==> src/rtl/port_desc_reader_pkg.sv <==
// rtl/port_desc_reader_pkg.sv - shared defaults, FSM state type and port helpers for port_desc_reader
// Contents:
//   DEF_*            default geometry shared with the ingress pre-arbiter
//   rd_state_t       reader FSM states
//   onehot_to_port   one-hot FIFO grant -> output port number (1..3)
package port_desc_reader_pkg;

  localparam int DEF_PORT_NUM   = 4;
  localparam int DEF_FIFO_WIDTH = 8;
  localparam int DEF_DEPTH_RAM  = 256;
  localparam int DEF_DATA_WIDTH = 8;

  typedef enum logic [1:0] {
    ST_IDLE  = 2'd0,
    ST_READ  = 2'd1,
    ST_DRAIN = 2'd2,
    ST_FREE  = 2'd3
  } rd_state_t;

  // Output ports are numbered from 1; port 0 is the ingress side.
  function automatic logic [1:0] onehot_to_port(input logic [2:0] onehot);
    logic [1:0] port;
    port = 2'd0;
    if (onehot[0])      port = 2'd1;
    else if (onehot[1]) port = 2'd2;
    else if (onehot[2]) port = 2'd3;
    return port;
  endfunction

endpackage

==> src/rtl/rr_arbiter_3.sv <==
// rtl/rr_arbiter_3.sv - combinational 3-request round-robin pick
// Ports:
//   req_i   [2:0]  request per output port (bit k-1 = port k)
//   last_i  [1:0]  port number (1..3) served last; search starts after it
//   gnt_o   [2:0]  one-hot grant, zero when nothing requests
//   valid_o        at least one request present
module rr_arbiter_3 (
  input  logic [2:0] req_i,
  input  logic [1:0] last_i,
  output logic [2:0] gnt_o,
  output logic       valid_o
);

  always_comb begin
    gnt_o = 3'b000;
    case (last_i)
      2'd1: begin
        if (req_i[1])      gnt_o = 3'b010;
        else if (req_i[2]) gnt_o = 3'b100;
        else if (req_i[0]) gnt_o = 3'b001;
      end
      2'd2: begin
        if (req_i[2])      gnt_o = 3'b100;
        else if (req_i[0]) gnt_o = 3'b001;
        else if (req_i[1]) gnt_o = 3'b010;
      end
      // 3 (and the unused code 0) start the search at port 1
      default: begin
        if (req_i[0])      gnt_o = 3'b001;
        else if (req_i[1]) gnt_o = 3'b010;
        else if (req_i[2]) gnt_o = 3'b100;
      end
    endcase
  end

  assign valid_o = |req_i;

endmodule

==> src/rtl/port_desc_reader.sv <==
// rtl/port_desc_reader.sv - drains per-port descriptor FIFOs round-robin and streams packets from packet RAM
// Ports:
//   iclk, irst_n                 clock, asynchronous active-low reset
//   i_desc_valid [2:0]           per-port descriptor FIFO not empty
//   i_desc_1..3                  show-ahead FIFO heads, {length, ptr}
//   o_desc_pop [2:0]             one-cycle pop strobe per FIFO
//   i_port_ready [2:0]           per-port downstream ready
//   o_ram_rd_en, o_ram_rd_addr   packet RAM read request
//   i_ram_rd_data                RAM data, one cycle after the request
//   o_port_num                   output port being served
//   o_data, o_data_valid         packet word stream
//   o_sop, o_eop                 first / last word markers
//   o_free_valid, o_free_ptr     start pointer returned to the free list
module port_desc_reader
  import port_desc_reader_pkg::*;
#(
  parameter int pPORT_NUM   = DEF_PORT_NUM,
  parameter int pFIFO_WIDTH = DEF_FIFO_WIDTH,
  parameter int pDEPTH_RAM  = DEF_DEPTH_RAM,
  parameter int pDATA_WIDTH = DEF_DATA_WIDTH
) (
  input  logic                                        iclk,
  input  logic                                        irst_n,
  input  logic [2:0]                                  i_desc_valid,
  input  logic [pFIFO_WIDTH+$clog2(pDEPTH_RAM)-1:0]   i_desc_1,
  input  logic [pFIFO_WIDTH+$clog2(pDEPTH_RAM)-1:0]   i_desc_2,
  input  logic [pFIFO_WIDTH+$clog2(pDEPTH_RAM)-1:0]   i_desc_3,
  output logic [2:0]                                  o_desc_pop,
  input  logic [2:0]                                  i_port_ready,
  output logic                                        o_ram_rd_en,
  output logic [$clog2(pDEPTH_RAM)-1:0]               o_ram_rd_addr,
  input  logic [pDATA_WIDTH-1:0]                      i_ram_rd_data,
  output logic [$clog2(pPORT_NUM)-1:0]                o_port_num,
  output logic [pDATA_WIDTH-1:0]                      o_data,
  output logic                                        o_data_valid,
  output logic                                        o_sop,
  output logic                                        o_eop,
  output logic                                        o_free_valid,
  output logic [$clog2(pDEPTH_RAM)-1:0]               o_free_ptr
);

  localparam int PTR_W  = $clog2(pDEPTH_RAM);
  localparam int DESC_W = pFIFO_WIDTH + PTR_W;
  localparam int PN_W   = $clog2(pPORT_NUM);

  rd_state_t               state_q;
  logic [1:0]              last_q;
  logic [2:0]              sel_q;
  logic [PTR_W-1:0]        ptr_q;
  logic [pFIFO_WIDTH-1:0]  len_q;
  logic [pFIFO_WIDTH-1:0]  cnt_q;
  logic [PN_W-1:0]         port_num_q;
  logic                    data_valid_q;
  logic                    sop_q;
  logic                    eop_q;
  logic                    free_valid_q;

  logic [2:0]              gnt;
  logic                    gnt_valid;
  logic                    take;
  logic [DESC_W-1:0]       desc_sel;
  logic [PTR_W-1:0]        desc_ptr;
  logic [pFIFO_WIDTH-1:0]  desc_len;
  logic                    rd_en;
  logic                    last_rd;

  rr_arbiter_3 u_arb (
    .req_i   (i_desc_valid & i_port_ready),
    .last_i  (last_q),
    .gnt_o   (gnt),
    .valid_o (gnt_valid)
  );

  assign take = (state_q == ST_IDLE) && gnt_valid;

  always_comb begin
    desc_sel = i_desc_3;
    if (gnt[0])      desc_sel = i_desc_1;
    else if (gnt[1]) desc_sel = i_desc_2;
  end

  assign desc_ptr = desc_sel[PTR_W-1:0];
  assign desc_len = desc_sel[DESC_W-1:PTR_W];

  // Reads follow the served port's ready with no extra register, so exactly
  // one word (the read already in flight) arrives after ready drops.
  assign rd_en   = (state_q == ST_READ) && |(i_port_ready & sel_q);
  assign last_rd = rd_en && (cnt_q == len_q - pFIFO_WIDTH'(1));

  // The pop is issued in the same cycle as the IDLE decision so the descriptor
  // is captured on that edge; holding reset forces it low regardless of inputs.
  assign o_desc_pop    = (take && irst_n) ? gnt : 3'b000;
  assign o_ram_rd_en   = rd_en;
  assign o_ram_rd_addr = rd_en ? ptr_q + PTR_W'(cnt_q) : '0;
  assign o_port_num    = port_num_q;
  assign o_data        = data_valid_q ? i_ram_rd_data : '0;
  assign o_data_valid  = data_valid_q;
  assign o_sop         = sop_q;
  assign o_eop         = eop_q;
  assign o_free_valid  = free_valid_q;
  assign o_free_ptr    = free_valid_q ? ptr_q : '0;

  always_ff @(posedge iclk or negedge irst_n) begin
    if (!irst_n) begin
      state_q      <= ST_IDLE;
      last_q       <= 2'd3;
      sel_q        <= 3'b000;
      ptr_q        <= '0;
      len_q        <= '0;
      cnt_q        <= '0;
      port_num_q   <= '0;
      data_valid_q <= 1'b0;
      sop_q        <= 1'b0;
      eop_q        <= 1'b0;
      free_valid_q <= 1'b0;
    end else begin
      // Word markers travel with the RAM's one-cycle read latency.
      data_valid_q <= rd_en;
      sop_q        <= rd_en && (cnt_q == '0);
      eop_q        <= last_rd;
      free_valid_q <= 1'b0;
      case (state_q)
        ST_IDLE: begin
          if (gnt_valid) begin
            sel_q      <= gnt;
            port_num_q <= PN_W'(onehot_to_port(gnt));
            ptr_q      <= desc_ptr;
            len_q      <= desc_len;
            cnt_q      <= '0;
            if (desc_len == '0) begin
              state_q      <= ST_FREE;
              free_valid_q <= 1'b1;
            end else begin
              state_q <= ST_READ;
            end
          end
        end
        ST_READ: begin
          if (rd_en) begin
            cnt_q <= cnt_q + pFIFO_WIDTH'(1);
            if (last_rd) state_q <= ST_DRAIN;
          end
        end
        ST_DRAIN: begin
          state_q      <= ST_FREE;
          free_valid_q <= 1'b1;
        end
        ST_FREE: begin
          last_q  <= onehot_to_port(sel_q);
          state_q <= ST_IDLE;
        end
        default: state_q <= ST_IDLE;
      endcase
    end
  end

endmodule

==> config.mk <==
export PLATFORM = sky130hd
export DESIGN_NAME = port_desc_reader
export DESIGN_NICKNAME = d
export VERILOG_FILES = /design/src/rtl/port_desc_reader_pkg.sv /design/src/rtl/rr_arbiter_3.sv /design/src/rtl/port_desc_reader.sv
export SDC_FILE = /design/constraint.sdc
export NUM_CORES = 1
export LEC_CHECK = 0
export CAP_MARGIN = 20
export CORE_MARGIN = 2
export CORE_UTILIZATION = 50
export CTS_CLUSTER_DIAMETER = 40
export DETAILED_ROUTE_END_ITERATION = 8
export GPL_ROUTABILITY_DRIVEN = 0
export HOLD_SLACK_MARGIN = 0.05
export PLACE_DENSITY = 0.87
export SLEW_MARGIN = 10
export SYNTH_ARGS = -nofsm -noshare
export SYNTH_HDL_FRONTEND = slang
export SYNTH_SLANG_ARGS = --single-unit
export TNS_END_PERCENT = 100
==> constraint.sdc <==
create_clock -name iclk -period 4.6 [get_ports iclk]
set_input_delay 0.69 -clock iclk [delete_from_list [all_inputs] [get_ports iclk]]
set_output_delay 0.69 -clock iclk [all_outputs]
set_load 0.02 [all_outputs]
# Word-level counts from Yosys, hierarchy flattened

Index checks and enable logic that the tools add are counted.

Flip-flop bits (word level): 37
Input port bits: 64
Output and inout port bits: 34
Logic and storage cells: 72

Add/sub/neg operators: 3
Equality and inequality tests: 9
Muxes and demuxes: 33
Bitwise operators: 2
Reduce and logical (&&, ||, !) cells: 14

Operators with widths:

| operator            | number |
|---|---|
| $mux 8              | 5 |
| $mux 16             | 2 |
| $mux 3              | 8 |
| $mux 2              | 11 |
| $logic_not 8->1     | 2 |
| $pmux 8 s2          | 1 |
| $add 8x1->8 const B | 1 |
| $add 8x8->8         | 1 |
| $eq 8x8->1          | 1 |
| $pmux 2 s4          | 1 |
| $sub 8x1->8 const B | 1 |
| $and 3x3->3         | 2 |
| $eq 2x2->1 const B  | 3 |
| $ne 2x2->1 const B  | 3 |
| $pmux 3 s2          | 1 |
| $reduce_and 3->1    | 2 |
| $reduce_or 3->1     | 2 |
| $logic_and 1x1->1   | 5 |
| $eq 2x1->1 const B  | 2 |
| $mux 1              | 3 |
| $logic_not 2->1     | 1 |
| $pmux 1 s2          | 1 |
| $reduce_and 2->1    | 1 |
| $reduce_bool 2->1   | 1 |

# Logic depth before layout (Yosys ltp)

Depth after elaboration: 11
Depth in mapped cells: 10
Mapped depth without buffers: 8

# Hierarchy

A second synthesis with hierarchy kept.

Cells, all modules: 327
Area, all modules: 2,817.7 um^2

By module, submodules not included:

| module           | times used | cells each | area each (um^2) | sequential area each (um^2) |
|---|---|---|---|---|
| port_desc_reader | 1          | 309        | 2,691.3          | 928.4 |
| rr_arbiter_3     | 1          | 18         | 126.4            | 0.0 |

# Least setup slack after synthesis

Ideal clock, no wire load.

Path type: register to output
From: register last_q[0]
To: output port o_desc_pop[1]
Arrival time: 2.141 ns
Data required time: 3.910 ns
Setup slack: 1.769 ns
Stages on the path, launching flop included: 8
Buffers on the path: 2
Cell sequence: dfstp_2 inv_1 ha_1 nand2b_1 a221oi_1 buf_2 buf_2 and3_1

Word-level cells in the longest chain between the ends: 3
Elaborated cells on any way between the ends: 4
Those cells by class: eq/ne (2); mux (2)

RTL lines:

| what                                     | line                    | RTL |
|---|---|---|
| from (decl)                              | port_desc_reader.sv:47  | `logic [1:0] last_q;` |
| from (signal assigned)                   | port_desc_reader.sv:149 | `last_q <= onehot_to_port(sel_q);` |
| $eq 2x2->1 or $eq 2x1->1 (tied branches) | rr_arbiter_3.sv:16      | `case (last_i)` |
| $pmux 3 s2 (*)                           | rr_arbiter_3.sv:16      |  |
| $mux 3 (*)                               | port_desc_reader.sv:92  | `assign o_desc_pop = (take && irst_n) ? gnt : 3'b000;` |
| to (decl)                                | port_desc_reader.sv:28  | `output logic [2:0] o_desc_pop,` |

Mark *: on every way between the ends. The rest lies on a longest branch, timed or not.

# Worst setup path after layout

From: register cnt_q[1]
To: output port o_ram_rd_addr[7]

Word-level cells in the longest chain between the ends: 2

RTL lines:

| what                   | line                    | RTL |
|---|---|---|
| from (decl)            | port_desc_reader.sv:51  | `logic [pFIFO_WIDTH-1:0] cnt_q;` |
| from (signal assigned) | port_desc_reader.sv:140 | `cnt_q <= cnt_q + pFIFO_WIDTH'(1);` |
| $add 8x8->8            | port_desc_reader.sv:94  | `assign o_ram_rd_addr = rd_en ? ptr_q + PTR_W'(cnt_q) : '0;` |
| $mux 8                 | port_desc_reader.sv:94  |  |
| to (decl)              | port_desc_reader.sv:31  | `output logic [$clog2(pDEPTH_RAM)-1:0] o_ram_rd_addr,` |

No other way between the ends.

==> metrics <==
status=finished clean; pin count of the biggest net entering global routing=41; drt total wl=~7500 microns; Worst slew margin=between 60% and 70%; final net count=slightly above 500; CP Max Fanout=7; CP arrival=~3000 ps; number of port buffers=97; core area=around 0.0055 sq mm; I/O pins=98; RSZ-0062 raised after global routing=no; routed len/inst=between 10 and 15 microns; Buffers & Inverters on Critical Path=1; Die Ht=between 70 and 80 microns; CTS Sinks=37; TNS Setup=0 ps; die width=79.1 microns; H-Tree Depth=2; clk buf depth=2; CTS clk-pin slew, worst paths=around 70 ps; post-synthesis to final-layout area growth=42.9%; first-pass GRT wire length=12400 microns; FILL cells=~430; FF-to-FF Start=last_q[0]; grt ovf=0; TritonCTS buffer count=5; Worst-Skew Late Latency=290 ps; final worst setup slack=roughly 900 ps; Mean Syn Cell Area=around 8.4 sq um; DRC viols=0; Setup Buffers After CTS=0; die area=0.00626 sq mm; Critical Setup Path Class=register to primary output; power per cell area=189 mW/mm^2; register area share after synthesis=around a third; ys flop type=dfrtp_1; Slew Limit Fails=0; synthesized instance count=approximately 330; worst hold slack=between 400 and 500 ps; max cap viols=0; Distinct cells, synth=between 50 and 60; dpl ws=1020 ps; period utilisation layout=between 80% and 90%; Leak=~1.7 nW; Placed Area=0.00390 sq mm; DP HPWL=a little under 6000 microns; worst slew pin tran=approximately 530 ps; Final Hold Viols=0; Post-Layout Cell Count=between 500 and 600; Vias/cell=between 5 and 6; worst-path cell chain=ha_1 > a21o_1 > a21oi_1 > o21bai_1 > a2111oi_0 > o31a_1 > o21a_1 > clkdlybuf4s50_1; ANT cells=0; Antenna Nets Post-Route=0; R2R Setup Slk=approximately 2000 ps; vias post-DR=between 2000 and 3000; min Tclk post-route=approximately 3700 ps; Max Clock Freq=271 MHz; Peak VDD IR=between 100 and 150 uV; Async S/R FF share, synth=100%; final setup fails=0; #FFs+latches synth=37; Mapped Area=0.00282 sq mm; CP peak stage delay=590 ps; hold buffers post-CTS=0; worst min path class=input port to async pin; Crit-path slowest cell=clkdlybuf4s50_1; Ys Warns=0; TritonRoute pass-1 iters=5; root buffer cell=clkbuf_8; vias in the first global route=approximately 2800; placed insts=~500; FF-to-FF path depth=9; total power=761 uW; final core utilization=73.7%; Startpoint Class=register; final instance area=a little over 0.004 sq mm; reg2reg end=state_q[1]; Initial Util=51.6%; Worst setup EP type=primary output; Post-synth EDFFs=0; Iter 0 DRT Violations=roughly 160; CTS resizes=0; worst clock skew=between 2 and 3 ps; Top delay family on crit path=compound AO/OA/AOI/OAI gates; initial antenna violation count=0; syn nets=415; share of cells above drive strength 1=around 5.8%; CTS tree=yes; Rows=27; Tot GR Track Use=24.9%; WP data required=3910 ps
## metal layers
layer  track usage [%]  share of wire (%)
met2              45.6                 50
met5                 0                  0
met3              3.64                6.7
met1              29.5                 41
met4              8.97                2.1
## cell families after synthesis
family | synth area share [%]
xor gates and xnor gates | 5.23
and+or+nand+nor | 24.1
AOI/OAI and AO/OA | 19.5
adders and majority gates | 7.80
buffers and inverters | 3.68
DFF | 32.9
muxes | 6.74
## report_power, final
| group | internal, mW | switching [mW] | leakage [nW] |
|---|---|---|---|
| logic | 0.0643 | 0.0400 | 1.14 |
| registers | 0.325 | 0 | 0.494 |
| clock network | 0.215 | 0.117 | 0.0681 |
## flip-flops by register name, summed over array words and instances, names as in the netlist
name          count
o_eop             1
sel_q             3
len_q             8
cnt_q             8
state_q           2
ptr_q             8
o_free_valid      1
o_data_valid      1
o_sop             1
o_port_num        2
last_q            2
## cell usage in the layout, fill, tap and decap left out, drive strengths merged, types with 2 or more instances in the layout
| cell | n |
|---|---|
| a2111oi | 2 |
| a21o | 6 |
| a21oi | 28 |
| a222oi | 2 |
| a31oi | 2 |
| and2 | 22 |
| and3 | 5 |
| buf | 6 |
| bufinv | 2 |
| clkbuf | 5 |
| clkdlybuf4s50 | 96 |
| dfrtp | 35 |
| dfstp | 2 |
| ha | 16 |
| inv | 17 |
| mux2i | 19 |
| nand2 | 31 |
| nand2b | 3 |
| nand3 | 3 |
| nand3b | 2 |
| nand4 | 4 |
| nor2 | 35 |
| nor2b | 3 |
| nor3 | 5 |
| nor4 | 8 |
| nor4b | 2 |
| o21a | 2 |
| o21ai | 29 |
| o21bai | 3 |
| o22ai | 2 |
| or3 | 4 |
| or4 | 2 |
| xnor2 | 8 |
| xor2 | 8 |
## final cells by class
class | instances | area, sq um | area share [%]
Inverter | 17 | 63.8 | 1.58
Multi-Input combinational cell | 270 | 1810 | 45.0
Tap cell | 72 | 90.1 | 2.23
Clock inverter | 3 | 65.1 | 1.61
Clock buffer | 5 | 68.8 | 1.71
Timing Repair Buffer | 102 | 1000 | 24.9
Sequential cell | 37 | 928 | 23.0
## Yosys cell counts (2+ instances only)
cell type  count  area (sq um)
a222oi_1       2          20.0
nor2b_1        3          18.8
o21ai_1        6          30.0
dfrtp_1       35           876
o21ai_0       23           115
clkbuf_1       7          26.3
nand2b_1       3          18.8
o21a_1         2          15.0
nor2_1        35           131
nand3_1        2          10.0
nor4b_1        2          17.5
nand3b_1       2          15.0
nand2_1       31           116
xor2_1         8          70.1
a21oi_1       28           140
or3_1          4          25.0
o21bai_1       3          22.5
and2_1        22           138
nor4_1         8          50.1
inv_1         17          63.8
and3_1         5          31.3
buf_2          2          10.0
dfstp_2        2          52.6
a21o_1         6          45.0
nor3_1         5          25.0
xnor2_1        7          61.3
ha_1          16           200
o22ai_1        2          12.5
nand4_1        4          25.0
mux2i_1       19           190
## worst reg2reg max path, cell delays in order (launching register included)
cell and delay [ps]:
dfstp_2 540, inv_1 50, ha_1 360, nand2b_1 210
a221oi_4 300, buf_4 320, mux2i_1 320, nand3b_1 100
and3_1 160, a2bb2oi_1 160
## worst max path at each step
stage,startpoint,end,slack (ps),cells past startpoint
after global routing,cnt_q[1],o_ram_rd_addr[7],700,8
after floorplan,last_q[0],o_desc_pop[1],1770,7
final,cnt_q[1],o_ram_rd_addr[7],910,8
after CTS,cnt_q[1],o_ram_rd_addr[7],930,8
after detailed placement,i_port_ready[1],o_ram_rd_addr[0],1020,7
after global placement,i_port_ready[1],o_ram_rd_addr[0],1120,7
Power figures use the tool's default switching activity.
